$ cat config.mk
export PLATFORM = sky130hd
export DESIGN_NAME = pwm_duty_capture
export DESIGN_NICKNAME = d
export VERILOG_FILES = /design/src/rtl/pwm_duty_capture_pkg.sv /design/src/rtl/pwm_duty_capture_input_sync.sv /design/src/rtl/pwm_duty_capture.sv
export SDC_FILE = /design/constraint.sdc
export NUM_CORES = 1
export LEC_CHECK = 0
export ABC_AREA = 1
export CORE_UTILIZATION = 45
export DETAILED_ROUTE_END_ITERATION = 10
export PLACE_DENSITY = 0.67
export SETUP_SLACK_MARGIN = 0.05
export SLEW_MARGIN = 40
export SYNTH_ARGS = -nofsm -noshare
export SYNTH_HDL_FRONTEND = slang
export SYNTH_SLANG_ARGS = --single-unit
export TNS_END_PERCENT = 30
$ cat constraint.sdc
create_clock -name CLOCK_50 -period 3 [get_ports CLOCK_50]
set_input_delay 0.45 -clock CLOCK_50 [delete_from_list [all_inputs] [get_ports CLOCK_50]]
set_output_delay 0.45 -clock CLOCK_50 [all_outputs]
set_load 0.01 [all_outputs]
$ cat src/rtl/pwm_duty_capture_pkg.sv
// ============================================================================
// Module : pwm_duty_capture_pkg
// Brief  : Shared PWM resolution defaults and edge-detect record type.
// Rev    : 1.0
// ============================================================================
`default_nettype none

package pwm_duty_capture_pkg;

    // Default generator resolution, kept identical to the LED PWM generator
    localparam int PWM_RES_BITS    = 8;
    localparam int PWM_PERIOD_CLKS = 1 << PWM_RES_BITS;

    typedef struct packed {
        logic rise;
        logic fall;
    } edge_t;

endpackage

`default_nettype wire

$ cat src/rtl/pwm_duty_capture_input_sync.sv
// ============================================================================
// Module : pwm_input_sync
// Brief  : Multi-stage synchronizer for PWM_IN with rise/fall detection.
// Rev    : 1.0
// ============================================================================
`default_nettype none

module pwm_input_sync
    import pwm_duty_capture_pkg::*;
#(
    parameter int SYNC_STAGES = 2
) (
    input  logic  clk,
    input  logic  rst,
    input  logic  i_pwm,
    output logic  o_level,
    output edge_t o_edge
);

    logic [SYNC_STAGES-1:0] r_sync;
    logic                   r_level_d;
    logic                   w_level;

    assign w_level = r_sync[SYNC_STAGES-1];

    always_ff @(posedge clk or posedge rst) begin
        if (rst) begin
            r_sync    <= '0;
            r_level_d <= 1'b0;
        end else begin
            r_sync    <= {r_sync[SYNC_STAGES-2:0], i_pwm};
            r_level_d <= w_level;
        end
    end

    assign o_level     = w_level;
    assign o_edge.rise = w_level & ~r_level_d;
    assign o_edge.fall = ~w_level & r_level_d;

endmodule

`default_nettype wire

$ cat src/rtl/pwm_duty_capture.sv
// ============================================================================
// Module : pwm_duty_capture
// Brief  : Measures period and high time of an external PWM line in clocks.
// Rev    : 1.0
// ============================================================================
`default_nettype none

module pwm_duty_capture
    import pwm_duty_capture_pkg::*;
#(
    parameter int COUNT_WIDTH = 16,
    parameter int SYNC_STAGES = 2
) (
    input  logic                   CLOCK_50,
    input  logic                   RESET,
    input  logic                   ENABLE,
    input  logic                   PWM_IN,
    output logic                   LEVEL,
    output logic [COUNT_WIDTH-1:0] HIGH_TIME,
    output logic [COUNT_WIDTH-1:0] PERIOD,
    output logic                   VALID,
    output logic                   LOCKED,
    output logic                   STUCK
);

    localparam logic [1:0] c_ST_IDLE    = 2'd0;
    localparam logic [1:0] c_ST_HIGH    = 2'd1;
    localparam logic [1:0] c_ST_LOW     = 2'd2;
    localparam logic [1:0] c_ST_TIMEOUT = 2'd3;

    localparam logic [COUNT_WIDTH-1:0] c_CNT_MAX = '1;
    localparam logic [COUNT_WIDTH-1:0] c_CNT_ONE = COUNT_WIDTH'(1);

    logic [1:0]             r_state;
    logic [1:0]             w_state_next;
    logic [COUNT_WIDTH-1:0] r_cnt;
    logic [COUNT_WIDTH-1:0] w_cnt_next;
    logic [COUNT_WIDTH-1:0] r_hi_lat;
    logic                   w_publish;
    logic                   w_latch_hi;
    logic                   w_timeout;
    logic                   w_cnt_max;
    edge_t                  w_edge;

    pwm_input_sync #(
        .SYNC_STAGES (SYNC_STAGES)
    ) u_sync (
        .clk     (CLOCK_50),
        .rst     (RESET),
        .i_pwm   (PWM_IN),
        .o_level (LEVEL),
        .o_edge  (w_edge)
    );

    assign w_cnt_max = (r_cnt == c_CNT_MAX);

    always_ff @(posedge CLOCK_50 or posedge RESET) begin
        if (RESET) begin
            r_state <= c_ST_IDLE;
        end else begin
            r_state <= w_state_next;
        end
    end

    // Edges take priority over the saturation check, so a period of exactly MAX is legal
    always_comb begin
        w_state_next = r_state;
        if (!ENABLE) begin
            w_state_next = c_ST_IDLE;
        end else begin
            case (r_state)
                c_ST_IDLE:    if (w_edge.rise) w_state_next = c_ST_HIGH;
                c_ST_HIGH: begin
                    if (w_edge.fall)    w_state_next = c_ST_LOW;
                    else if (w_cnt_max) w_state_next = c_ST_TIMEOUT;
                end
                c_ST_LOW: begin
                    if (w_edge.rise)    w_state_next = c_ST_HIGH;
                    else if (w_cnt_max) w_state_next = c_ST_TIMEOUT;
                end
                c_ST_TIMEOUT: w_state_next = w_edge.rise ? c_ST_HIGH : c_ST_IDLE;
                default:      w_state_next = c_ST_IDLE;
            endcase
        end
    end

    always_comb begin
        w_publish  = ENABLE && (r_state == c_ST_LOW)  && w_edge.rise;
        w_latch_hi = ENABLE && (r_state == c_ST_HIGH) && w_edge.fall;
        w_timeout  = ENABLE && (r_state == c_ST_TIMEOUT);
        w_cnt_next = r_cnt;
        if (!ENABLE) begin
            w_cnt_next = '0;
        end else if (w_edge.rise) begin
            w_cnt_next = c_CNT_ONE;
        end else if ((r_state == c_ST_HIGH) || (r_state == c_ST_LOW)) begin
            if (!w_cnt_max) w_cnt_next = r_cnt + c_CNT_ONE;
        end else begin
            w_cnt_next = '0;
        end
    end

    always_ff @(posedge CLOCK_50 or posedge RESET) begin
        if (RESET) begin
            r_cnt     <= '0;
            r_hi_lat  <= '0;
            HIGH_TIME <= '0;
            PERIOD    <= '0;
            VALID     <= 1'b0;
            LOCKED    <= 1'b0;
            STUCK     <= 1'b0;
        end else begin
            r_cnt <= w_cnt_next;
            VALID <= w_publish;
            if (w_latch_hi) r_hi_lat <= r_cnt;
            if (w_publish) begin
                HIGH_TIME <= r_hi_lat;
                PERIOD    <= r_cnt;
            end
            if (!ENABLE || w_timeout) LOCKED <= 1'b0;
            else if (w_publish)       LOCKED <= 1'b1;
            // Any edge proves the line is alive, even in the timeout cycle itself
            if (!ENABLE || w_edge.rise || w_edge.fall) STUCK <= 1'b0;
            else if (w_timeout)                        STUCK <= 1'b1;
        end
    end

endmodule

`default_nettype wire

# [Yosys cells after proc, flatten, opt, wreduce, memory -nomap -nowiden]
# Index checks and enable logic that the tools add are counted.
[classes] n_addsub=1 n_bitwise=4 n_mux=15 n_eq_ne=6 n_reduce_logical=13
[op_table] cell="$mux W16" count=4
[op_table] cell="$add A16 B1 Y16 const B" count=1
[op_table] cell="$eq A16 B16 Y1 const B" count=1
[op_table] cell="$mux W2" count=5
[op_table] cell="$pmux W2 S4" count=1
[op_table] cell="$logic_and A1 B1 Y1" count=5
[op_table] cell="$mux W1" count=5
[op_table] cell="$eq A2 B2 Y1 const B" count=2
[op_table] cell="$logic_or A1 B1 Y1" count=4
[op_table] cell="$ne A4 B4 Y1 const B" count=1
[op_table] cell="$reduce_bool A2 Y1" count=2
[op_table] cell="$ne A3 B3 Y1 const B" count=1
[op_table] cell="$and A1 B1 Y1" count=2
[op_table] cell="$eq A2 B1 Y1 const B" count=1
[op_table] cell="$logic_not A2 Y1" count=1
[op_table] cell="$not A1 Y1" count=2
[op_table] cell="$logic_not A1 Y1" count=1
[totals] inputBits=4 reg_bits=72 output_inout_bits=36

# [Longest topological paths before layout]
# Gate-level depths: netlist of the first run.
[logic_depth] depth_word=5 mapped_depth=10

# [Cells and area by module]
# Synthesis of the first run repeated with hierarchy kept, for this count alone.
[unflattened] hier_cells=362 area_unflattened_um2=3163.0
[modules_own_cells] module="pwm_duty_capture" n_inst=1 area_each_um2=3069.2 seq_area_each_um2=1726.7 cells_per_inst=354
[modules_own_cells] module="pwm_input_sync" n_inst=1 area_each_um2=93.8 seq_area_each_um2=75.1 cells_per_inst=8

# [Worst setup path before layout of the first run]
# No wires, ideal clock.
[synth_path] path_type="register to register" from="register r_state[0]" to="register HIGH_TIME[10]" t_arrival_ns=1.456 n_path_buf=2 stages_incl_launch_ff=10 path_slack_ns=1.428 period_less_slack_ns=1.572 cell_sequence="dfrtp_1 inv_1 ha_1 inv_1 nor3_4 inv_2 buf_6 buf_6 nand2_1 nand2_1"
[synth_between] elab_chain_len=3
[synth_rtl] element="from (decl)" line_no="pwm_duty_capture.sv:34" rtl="logic [1:0] r_state;"
[synth_rtl] element="from (signal assigned)" line_no="pwm_duty_capture.sv:59" rtl="r_state <= c_ST_IDLE;"
[synth_rtl] element="from (signal assigned)" line_no="pwm_duty_capture.sv:61" rtl="r_state <= w_state_next;"
[synth_rtl] element="$eq A2 B2 Y1" line_no="pwm_duty_capture.sv:88" rtl="w_publish = ENABLE && (r_state == c_ST_LOW) && w_edge.rise;"
[synth_rtl] element="$logic_and A1 B1 Y1 (2 in a row)" line_no="pwm_duty_capture.sv:88"
[synth_rtl] element="to (signal assigned)" line_no="pwm_duty_capture.sv:117" rtl="HIGH_TIME <= r_hi_lat;"
[synth_rtl] element="to (decl)" line_no="pwm_duty_capture.sv:19" rtl="output logic [COUNT_WIDTH-1:0] HIGH_TIME,"
# Every way passes these cells.
# A chain may end at the register's enable or synchronous reset.

# [Final worst setup path of the first run]
[layout_path] from="input ENABLE" to="register r_cnt[12]"
[layout_between] elab_chain_len=1 word_cells_on_any_way=2 cone_classes="eq/ne (1); mux (1)"
[layout_rtl] element="from (decl)" line_no="pwm_duty_capture.sv:16" rtl="input logic ENABLE,"
[layout_rtl] element="$ne A4 B4 Y1 (no line) or $mux W16 (tied branches)"
[layout_rtl] element="to (signal assigned)" line_no="pwm_duty_capture.sv:113" rtl="r_cnt <= w_cnt_next;"
[layout_rtl] element="to (decl)" line_no="pwm_duty_capture.sv:36" rtl="logic [COUNT_WIDTH-1:0] r_cnt;"
# Several ways; a longest one is shown, not always the timed one.

==> impl_metrics.ini, run 1 <==
[global_routing]
global_route.overflow_total = 0
grt_first_pass_wirelength_um = 10900
grt.total_usage_pct = 19.3
grt_antenna_before_repair = 0
grt_max_degree = 49
number_of_global_route_vias_before_repair = 2341

[sta]
timing.final.crit_share_pct = 61.4
grt_setup_unrepaired = false
setup-violations-final = 0
max_freq_ghz = 0.543
worst_pin_slew_ps = 738
final-hold-violation-count = 0
fin_tns_setup_ps = 0
finalWorstSetupSlack_ps = 1160
maxSlewHeadroom_pct = 50.7
final_period_minus_worst_setup_slack_ps = 1840
skew_ps = 5.34
final_max_tran_viols = 0

[yosys]
netlist_top_cells_count = 120 x sky130_fd_sc_hd__nand2_1, 72 x sky130_fd_sc_hd__dfrtp_1, 45 x sky130_fd_sc_hd__o21ai_0
synth_enable_flop_cells = 0
synthFlopType = sky130_fd_sc_hd__dfrtp_1
post_synth_and_or_nand_nor_area_fraction_pct = 22.4
sequential_fraction_of_the_synthesis_area_pct = 57.4
synth.area.mux_share_pct = 0
total_of_flip_flops_plus_latches_after_synthesis = 72
yosys.area_share.xor_xnor_pct = 0
synth.distinct_cells = 20
yosys_warnings = 0
synth_cells = 368
synth_top_family_by_area = simple AND/OR/NAND/NOR gates
synthesis.area_um2 = 3140
syn-num-nets = 377
mean_syn_cell_area_um2 = 8.53
synth_largest_type_area_fraction_pct = 57.4
synthArstFlopShare_pct = 100
adder_and_majority_gate_portion_of_the_synthesized_area_pct = 1.99
synth_compound_gate_area_share_pct = 10.6
yosysTopAreaCell = sky130_fd_sc_hd__dfrtp_1
synth_most_common_cell = sky130_fd_sc_hd__nand2_1
ys_top_cells_by_area = sky130_fd_sc_hd__dfrtp_1 57%, sky130_fd_sc_hd__nand2_1 14%, sky130_fd_sc_hd__o21ai_0 7.2%, sky130_fd_sc_hd__inv_1 5.3%, sky130_fd_sc_hd__nand3_1 3.2%

[worst_hold_path]
worstHoldPathType = register to register

[critical_path]
critPathMaxStageDelay_ps = 550
crit_chain = clkdlybuf4s50_1 -> inv_2 -> nor2_1 -> nand2_1 -> inv_1 -> nand2_1 -> nand3_1 -> nand3_1 -> inv_1
critical_path.n_buffers_inverters = 4
crit_slowest_cell = sky130_fd_sc_hd__clkdlybuf4s50_1
worstSetupStartpointType = input port
worstSetupPathType = input port to register
worst_ep_arrival_time_ps = 2120
timing.critical_path.max_delay_family = buffers and inverters
timing.critical_path.required_ps = 3280
critPathCaptureType = register
worstPathMaxFanout = 12

[drt]
drc = 0
wirelength_um = 6330
drt_first_pass_iters = 5
vias_post_dr = 2449
viasPerCell = 4.94
routedWlPerCell_um = 12.8
detailedRoute.firstIterationViolations = 152
antenna_violating_nets_post_route = 0

[clock_tree]
clock_slew_seen_by_the_registers_of_the_worst_setup_and_hold_paths_ps = 70
cts_hold_buf = 0
number_of_gates_resized_after_cts = 0
cts_max_level = 3
cts-buffers-inserted = 9
clock_tree.root_cell = sky130_fd_sc_hd__clkbuf_8
clock_tree_from_tritoncts = built
largest_buffer_count_on_any_clock_path = 2
clkLatencyLatePin_ps = 340
clock_sinks = 72
cts_setup_buffers = 0

[final_layout]
finish.net_count = 421
fin_util_pct = 56.3
flow.area_growth_from_synthesis_pct = 21.2
final_cell_area_um2 = 3800
area.sequential_um2 = 1800
final_layout_size_suffix_gt1_share_pct = 6.97
multi_input_area_um2 = 1100
antennaDiodeCount = 0
nFillCells = 623

[floorplan]
rows = 30
die-area_um2 = 7320
core_region_area_um2 = 6760
floorplan.die.height_um = 85.5
initial_core_util_pct = 46.5
die_outline_width_um = 85.5
io_pins = 40

[pwr]
peakVddDrop_v = 0.000195
leakage_nw = 1.86
power-per-cell-area_nw_per_um2 = 495

[place]
io_buffers = 39
gpl.final_weighted_congestion = 0.920
placement.setup.worst_slack_ps = 821
place.detailed.hpwl_um = 4490
placement.cell_area_um2 = 3610

[job]
maxCapViolations = 0

[status]
status = finished, final reports clean
[worst paths after layout]
kind                                   from                to  slack [ps]  depth (start not counted)
setup / recovery                     ENABLE         r_cnt[12]        1160                          9
hold / removal             u_sync.r_sync[0]  u_sync.r_sync[1]         360                          0
setup reg to reg                   r_cnt[1]         r_cnt[12]        1170                          9
hold reg to reg            u_sync.r_sync[0]  u_sync.r_sync[1]         360                          0
max in group asynchronous             RESET         r_cnt[15]        1780                          3
min in group asynchronous             RESET      HIGH_TIME[3]         550                          2
[worst register-to-register path: stages (launching register included)]
cell and delay (ps):
sky130_fd_sc_hd__dfrtp_1 400, sky130_fd_sc_hd__ha_1 210, sky130_fd_sc_hd__nand3_1 140, sky130_fd_sc_hd__inv_1 130, sky130_fd_sc_hd__nand3_1 170, sky130_fd_sc_hd__nor2_1 340, sky130_fd_sc_hd__nand2_1 170, sky130_fd_sc_hd__nand3_1 100
sky130_fd_sc_hd__nand3_1 60, sky130_fd_sc_hd__inv_1 60
[registers in the layout, indices dropped and copies added (netlist names)]
signal            flops
u_sync.r_level_d      1
VALID                 1
HIGH_TIME            16
LOCKED                1
r_hi_lat             16
r_cnt                16
r_state               2
u_sync.r_sync         2
PERIOD               16
STUCK                 1
[cells by family after synthesis]
logic type	Yosys count
and+or+nand+nor	172
buffers and inverters	57
DFF	72
AOI/OAI and AO/OA	62
adders and majority gates	5
[power breakdown]
part           switching, mW  internal, mW
sequential            0.0145         0.992
combinational         0.0762        0.0492
clock                  0.353         0.400
total                  0.443          1.44
[metal layers]
metal  up-vias  track usage (%)  routed length, µm  share of wire (%)
li1       1256                -                  -                  -
met1      1131             25.8               3170                 50
met2        58             30.8               2880                 45
met3         4             4.14                232                3.7
met4         0             8.03                 44               0.69
met5         -                0                  0                  0
[final cells by class]
cell class	instances	share of cell area, %
Timing Repair Buffer	43	11.4
Tap cell	80	2.63
Multi-Input combinational cell	239	28.9
Clock buffer	10	3.62
Sequential cell	72	47.4
Clock inverter	5	1.51
Inverter	47	4.64
[cells in the final DEF, fill, tap and decap left out, drive strengths merged, types with 4 or more instances in the layout]
| cell type | count |
|---|---|
| buf | 4 |
| ha | 5 |
| clkdlybuf4s50 | 39 |
| inv | 47 |
| nand4 | 4 |
| a21oi | 9 |
| nand3 | 20 |
| nand2 | 120 |
| nor2 | 25 |
| clkbuf | 10 |
| o21ai | 49 |
| dfrtp | 72 |
[through the flow]
stage          power, mW  instances  hold slack, ps
2_1_floorplan       1.10        368             331
3_3_place_gp        1.15        481             335
3_5_place_dp        1.15        481             338
4_1_cts             1.91        496             360
5_1_grt             1.97        496             362
6_report            1.88        496             359
Power figures use the tool's default switching activity.
==> run 2: changes to the inputs <==
==> constraint.sdc (replaced) <==
create_clock -name CLOCK_50 -period 1.7 [get_ports CLOCK_50]
set_input_delay 0.255 -clock CLOCK_50 [delete_from_list [all_inputs] [get_ports CLOCK_50]]
set_output_delay 0.255 -clock CLOCK_50 [all_outputs]
set_load 0.01 [all_outputs]
==> impl_metrics.ini, run 2 (synthesized netlist as in run 1, its figures left out) <==
[clock_tree]
clock_tree_from_tritoncts = built
cts-buffers-inserted = 9
cts_hold_buf = 0
clkLatencyLatePin_ps = 330
clock_sinks = 72
largest_buffer_count_on_any_clock_path = 2
cts_max_level = 3
clock_tree.root_cell = sky130_fd_sc_hd__clkbuf_8
clock_slew_seen_by_the_registers_of_the_worst_setup_and_hold_paths_ps = 80

[sta]
final_period_minus_worst_setup_slack_ps = 1540
skew_ps = 5.50
fin_tns_setup_ps = 0
maxSlewHeadroom_pct = 69.6
timing.final.crit_share_pct = 90.5
grt_setup_unrepaired = true
setup-violations-final = 0
max_freq_ghz = 0.650
final-hold-violation-count = 0
finalWorstSetupSlack_ps = 162
worst_pin_slew_ps = 455
final_max_tran_viols = 0

[pwr]
intPower_mw = 2.69
netSwitchingFraction_pct = 23.2
comb_power_share_pct = 7.1
switchingPower_uw = 813
peakVddDrop_v = 0.000482
clkPwrFrac_pct = 42.2
power-per-cell-area_nw_per_um2 = 877
leakage_nw = 1.95
total_power_mw = 3.50
pwr-share-seq_pct = 50.6

[job]
maxCapViolations = 0

[floorplan]
die-area_um2 = 7320
rows = 30
die_outline_width_um = 85.5
io_pins = 40
floorplan.die.height_um = 85.5
initial_core_util_pct = 46.5
core_region_area_um2 = 6760

[global_routing]
number_of_global_route_vias_before_repair = 2342
grt_first_pass_wirelength_um = 11200
grt.total_usage_pct = 19.6
grt_max_degree = 49
global_route.overflow_total = 0
grt_antenna_before_repair = 0

[status]
status = finished, final reports clean

[critical_path]
critPathMaxStageDelay_ps = 420
crit_chain = inv_1 -> ha_1 -> inv_1 -> nor3_4 -> inv_2 -> buf_12 -> nand2_1 -> o21ai_0
crit_slowest_cell = sky130_fd_sc_hd__dfrtp_1
worstSetupPathType = register to register
rrSetupSlack_ps = 160
critPathMostFrequentCell = sky130_fd_sc_hd__inv_1
worst_ep_arrival_time_ps = 1750
worstSetupStartpointType = register
worstPathMaxFanout = 48
timing.critical_path.required_ps = 1910
critPathCaptureType = register

[final_layout]
most-common-layout-cells = 119 x sky130_fd_sc_hd__nand2_1, 72 x sky130_fd_sc_hd__dfrtp_1, 44 x sky130_fd_sc_hd__o21ai_0, 42 x sky130_fd_sc_hd__inv_1, 39 x sky130_fd_sc_hd__clkdlybuf4s50_1
flow.area_growth_from_synthesis_pct = 27.2
most_common_library_cell_in_the_layout_ignoring_fill_and_taps = sky130_fd_sc_hd__nand2_1
final_cell_area_um2 = 3990
antennaDiodeCount = 0
finish.cell_count_without_fillers = 513
finish.net_count = 437
final_layout_size_suffix_gt1_share_pct = 11.8

[worst_hold_path]
worstHoldPathType = input port to async pin

[place]
placement.setup.worst_slack_ps = 40.6
gpl.final_weighted_congestion = 0.898
placed_cells_incl_taps = 496
io_buffers = 39
placement.cell_area_um2 = 3750
place.detailed.hpwl_um = 4860

[drt]
viasPerCell = 4.95
vias_post_dr = 2539
drc = 0
antenna_violating_nets_post_route = 0
drt_first_pass_iters = 5
wirelength_um = 6590
detailedRoute.firstIterationViolations = 163
routedWlPerCell_um = 12.8
==> run 2: cell types whose count changed in the layout (fill, tap and decap cells not counted), sizes merged <==
cell and delta:
buf +16, bufinv +1
==> run 2: final cells by class <==
| type | count | area [µm²] |
|---|---|---|
| fillers | 586 | 2760 |
| flip-flops and latches | 72 | 1800 |
| multi-input cells | 239 | 1110 |
| repair buffers | 59 | 578 |
| inverters | 47 | 180 |
| clock buffers | 10 | 128 |
| well taps | 80 | 100 |
| clock inverters | 6 | 92.6 |
==> run 2: per-layer routing <==
metal	wire length, µm	up-vias	global-route usage, %
li1	-	1286	-
met5	0	-	0
met4	64	0	5.76
met2	3080	68	30.3
met1	3140	1180	27.7
met3	297	5	4.81
==> run 2: power by group through the flow <==
stage	combinational (mW)	clock (mW)	sequential (mW)
finish	0.249	1.48	1.77
floorplan	0.123	0	1.81
detailed placement	0.244	0	1.81
global route	0.280	1.59	1.78
global placement	0.241	0	1.81
CTS	0.247	1.51	1.78
==> run 2: per-stage QoR <==
stage | utilization (%) | hold WS, ps
6_report | 59.1 | 283
3_5_place_dp | 55.5 | 344
2_1_floorplan | - | 286
4_1_cts | 58.8 | 287
5_1_grt | 59.1 | 300
3_3_place_gp | 55.5 | 337
==> run 2: repair_timing <==
action	4_1_cts	5_1_grt
endpoints found under the setup margin	0	17
buffers inserted	0	1
resized for setup	0	7
==> run 2: worst paths after layout <==
| kind | from | endpoint | depth (start not counted) |
|---|---|---|---|
| max in group asynchronous | RESET | PERIOD[6] | 3 |
| min in group CLOCK_50 | PWM_IN | u_sync.r_sync[0] | 1 |
| hold reg to reg | u_sync.r_sync[0] | u_sync.r_sync[1] | 0 |
| hold / removal | RESET | PERIOD[1] | 2 |
| setup reg to reg | r_state[0] | PERIOD[9] | 8 |
| setup / recovery | r_state[0] | PERIOD[9] | 8 |
==> run 2: critical path: cells and delay by family, from the launching register on <==
kind	cells	cell delay, ps
adders and majority gates	1	180
and+or+nand+nor	2	270
buffers and inverters	4	440
DFF	1	420
AOI/OAI and AO/OA	1	80
==> run 3: changes to the inputs <==
--- a/config.mk
+++ b/config.mk
@@ -9,6 +9,7 @@
 export CORE_UTILIZATION = 45
 export DETAILED_ROUTE_END_ITERATION = 10
 export PLACE_DENSITY = 0.67
+export RECOVER_POWER = 50
 export SETUP_SLACK_MARGIN = 0.05
 export SLEW_MARGIN = 40
 export SYNTH_ARGS = -nofsm -noshare
==> impl_metrics.ini, run 3 (synthesized netlist as in run 1, its figures left out) <==
[status]
status = finished, final reports clean

[drt]
routedWlPerCell_um = 12.8
vias_post_dr = 2538
drt_first_pass_iters = 5
detailedRoute.firstIterationViolations = 163
antenna_violating_nets_post_route = 0
viasPerCell = 4.95
drc = 0
wirelength_um = 6590

[job]
maxCapViolations = 0

[final_layout]
most-common-layout-cells = 119 x sky130_fd_sc_hd__nand2_1, 72 x sky130_fd_sc_hd__dfrtp_1, 44 x sky130_fd_sc_hd__o21ai_0, 42 x sky130_fd_sc_hd__inv_1, 37 x sky130_fd_sc_hd__clkdlybuf4s50_1
finish.net_count = 437
final_cell_area_um2 = 3980
flow.area_growth_from_synthesis_pct = 26.7
antennaDiodeCount = 0
most_common_library_cell_in_the_layout_ignoring_fill_and_taps = sky130_fd_sc_hd__nand2_1
multi_input_area_um2 = 1110
final_layout_size_suffix_gt1_share_pct = 11.8
area.sequential_um2 = 1800
nFillCells = 588

[sta]
final-hold-violation-count = 0
setup-violations-final = 0
final_max_tran_viols = 0
max_freq_ghz = 0.650
final_period_minus_worst_setup_slack_ps = 1540
grt_setup_unrepaired = true
skew_ps = 5.88
timing.final.crit_share_pct = 90.5
fin_tns_setup_ps = 0
maxSlewHeadroom_pct = 42.7
finalWorstSetupSlack_ps = 162
worst_pin_slew_ps = 855

[pwr]
leakage_nw = 1.95
netSwitchingFraction_pct = 23.2
power-per-cell-area_nw_per_um2 = 880
switchingPower_uw = 812
peakVddDrop_v = 0.000482
clkPwrFrac_pct = 42.3
comb_power_share_pct = 7.0
intPower_mw = 2.69
pwr-share-seq_pct = 50.7
total_power_mw = 3.50

[floorplan]
die-area_um2 = 7320
initial_core_util_pct = 46.5
die_outline_width_um = 85.5
core_region_area_um2 = 6760
io_pins = 40
floorplan.die.height_um = 85.5
rows = 30

[clock_tree]
cts_max_level = 3
clock_tree_from_tritoncts = built
clock_slew_seen_by_the_registers_of_the_worst_setup_and_hold_paths_ps = 80
clkLatencyLatePin_ps = 330
clock_tree.root_cell = sky130_fd_sc_hd__clkbuf_8
largest_buffer_count_on_any_clock_path = 2
clock_sinks = 72
cts_hold_buf = 0
cts-buffers-inserted = 9

[critical_path]
timing.critical_path.required_ps = 1910
worstSetupStartpointType = register
timing.critical_path.depth = 8
timing.critical_path.max_delay_family = buffers and inverters
crit_slowest_cell = sky130_fd_sc_hd__dfrtp_1
critPathMostFrequentCell = sky130_fd_sc_hd__inv_1
timing.reg2reg.worst_path_depth = 8
worstSetupPathType = register to register
critPathCaptureType = register
worstSetupEndpoint = PERIOD[9]
crit_chain = inv_1 -> ha_1 -> inv_1 -> nor3_4 -> inv_2 -> buf_12 -> nand2_1 -> o21ai_0
critical_path.n_buffers_inverters = 4
worstPathMaxFanout = 48
worstReg2RegStart = r_state[0]
rrSetupSlack_ps = 160
rr_endpoint = PERIOD[9]
critPathMaxStageDelay_ps = 420
setup.worst_path.start = r_state[0]
worst_ep_arrival_time_ps = 1750

[global_routing]
number_of_global_route_vias_before_repair = 2342
grt_max_degree = 49
global_route.overflow_total = 0
grt_antenna_before_repair = 0
grt_first_pass_wirelength_um = 11200
grt.total_usage_pct = 19.6

[place]
io_buffers = 39
placement.setup.worst_slack_ps = 40.6
place.detailed.hpwl_um = 4860
gpl.final_weighted_congestion = 0.898
placement.cell_area_um2 = 3750

[worst_hold_path]
whs_path_depth = 0
worstHoldPathType = register to register
[run 3: power groups by stage]
| stage | registers [mW] | logic, mW | clock network [mW] |
|---|---|---|---|
| after floorplan | 1.81 | 0.123 | 0 |
| after global placement | 1.81 | 0.241 | 0 |
| after detailed placement | 1.81 | 0.244 | 0 |
| after CTS | 1.78 | 0.247 | 1.51 |
| after global routing | 1.78 | 0.274 | 1.59 |
| final | 1.77 | 0.243 | 1.48 |
[run 3: how the worst min path moves through the flow]
stage	from	endpoint	slack, ps
floorplan	PWM_IN	u_sync.r_sync[0]	290
global placement	u_sync.r_sync[0]	u_sync.r_sync[1]	340
detailed placement	u_sync.r_sync[0]	u_sync.r_sync[1]	340
CTS	RESET	HIGH_TIME[4]	290
global route	u_sync.r_sync[0]	u_sync.r_sync[1]	370
finish	u_sync.r_sync[0]	u_sync.r_sync[1]	360
[run 3: area by class of cell]
class,count,share of cell area [%]
flip-flops and latches,72,45.3
clock buffers,10,3.21
repair buffers,59,14.2
inverters,47,4.47
multi-input cells,239,28.0
clock inverters,6,2.33
well taps,80,2.52
[run 3: repair_timing]
item | 4_1_cts | 5_1_grt
buffers inserted | 0 | 1
gates resized for setup | 0 | 7
endpoints found under the setup margin | 0 | 17
[run 3: through the flow]
stage / std cells / util [%] / hold slack (ps)
after floorplan: 368 / - / 286
after global placement: 496 / 55.5 / 337
after detailed placement: 496 / 55.5 / 344
after CTS: 512 / 58.8 / 287
after global routing: 513 / 58.9 / 373
final: 513 / 58.9 / 357
[run 3: metal layers]
metal	global-route usage (%)	part of all wire (%)
met1	27.7	47
met2	30.3	47
met3	4.81	4.7
met4	5.76	0.97
met5	0	0
[run 3: worst register-to-register path, delay by kind of cell (launching register included)]
| family | cells | cell delay [ps] |
|---|---|---|
| simple gates | 2 | 300 |
| compound gates | 1 | 80 |
| buf+inv | 4 | 440 |
| fa+ha+maj | 1 | 180 |
| flops | 1 | 420 |
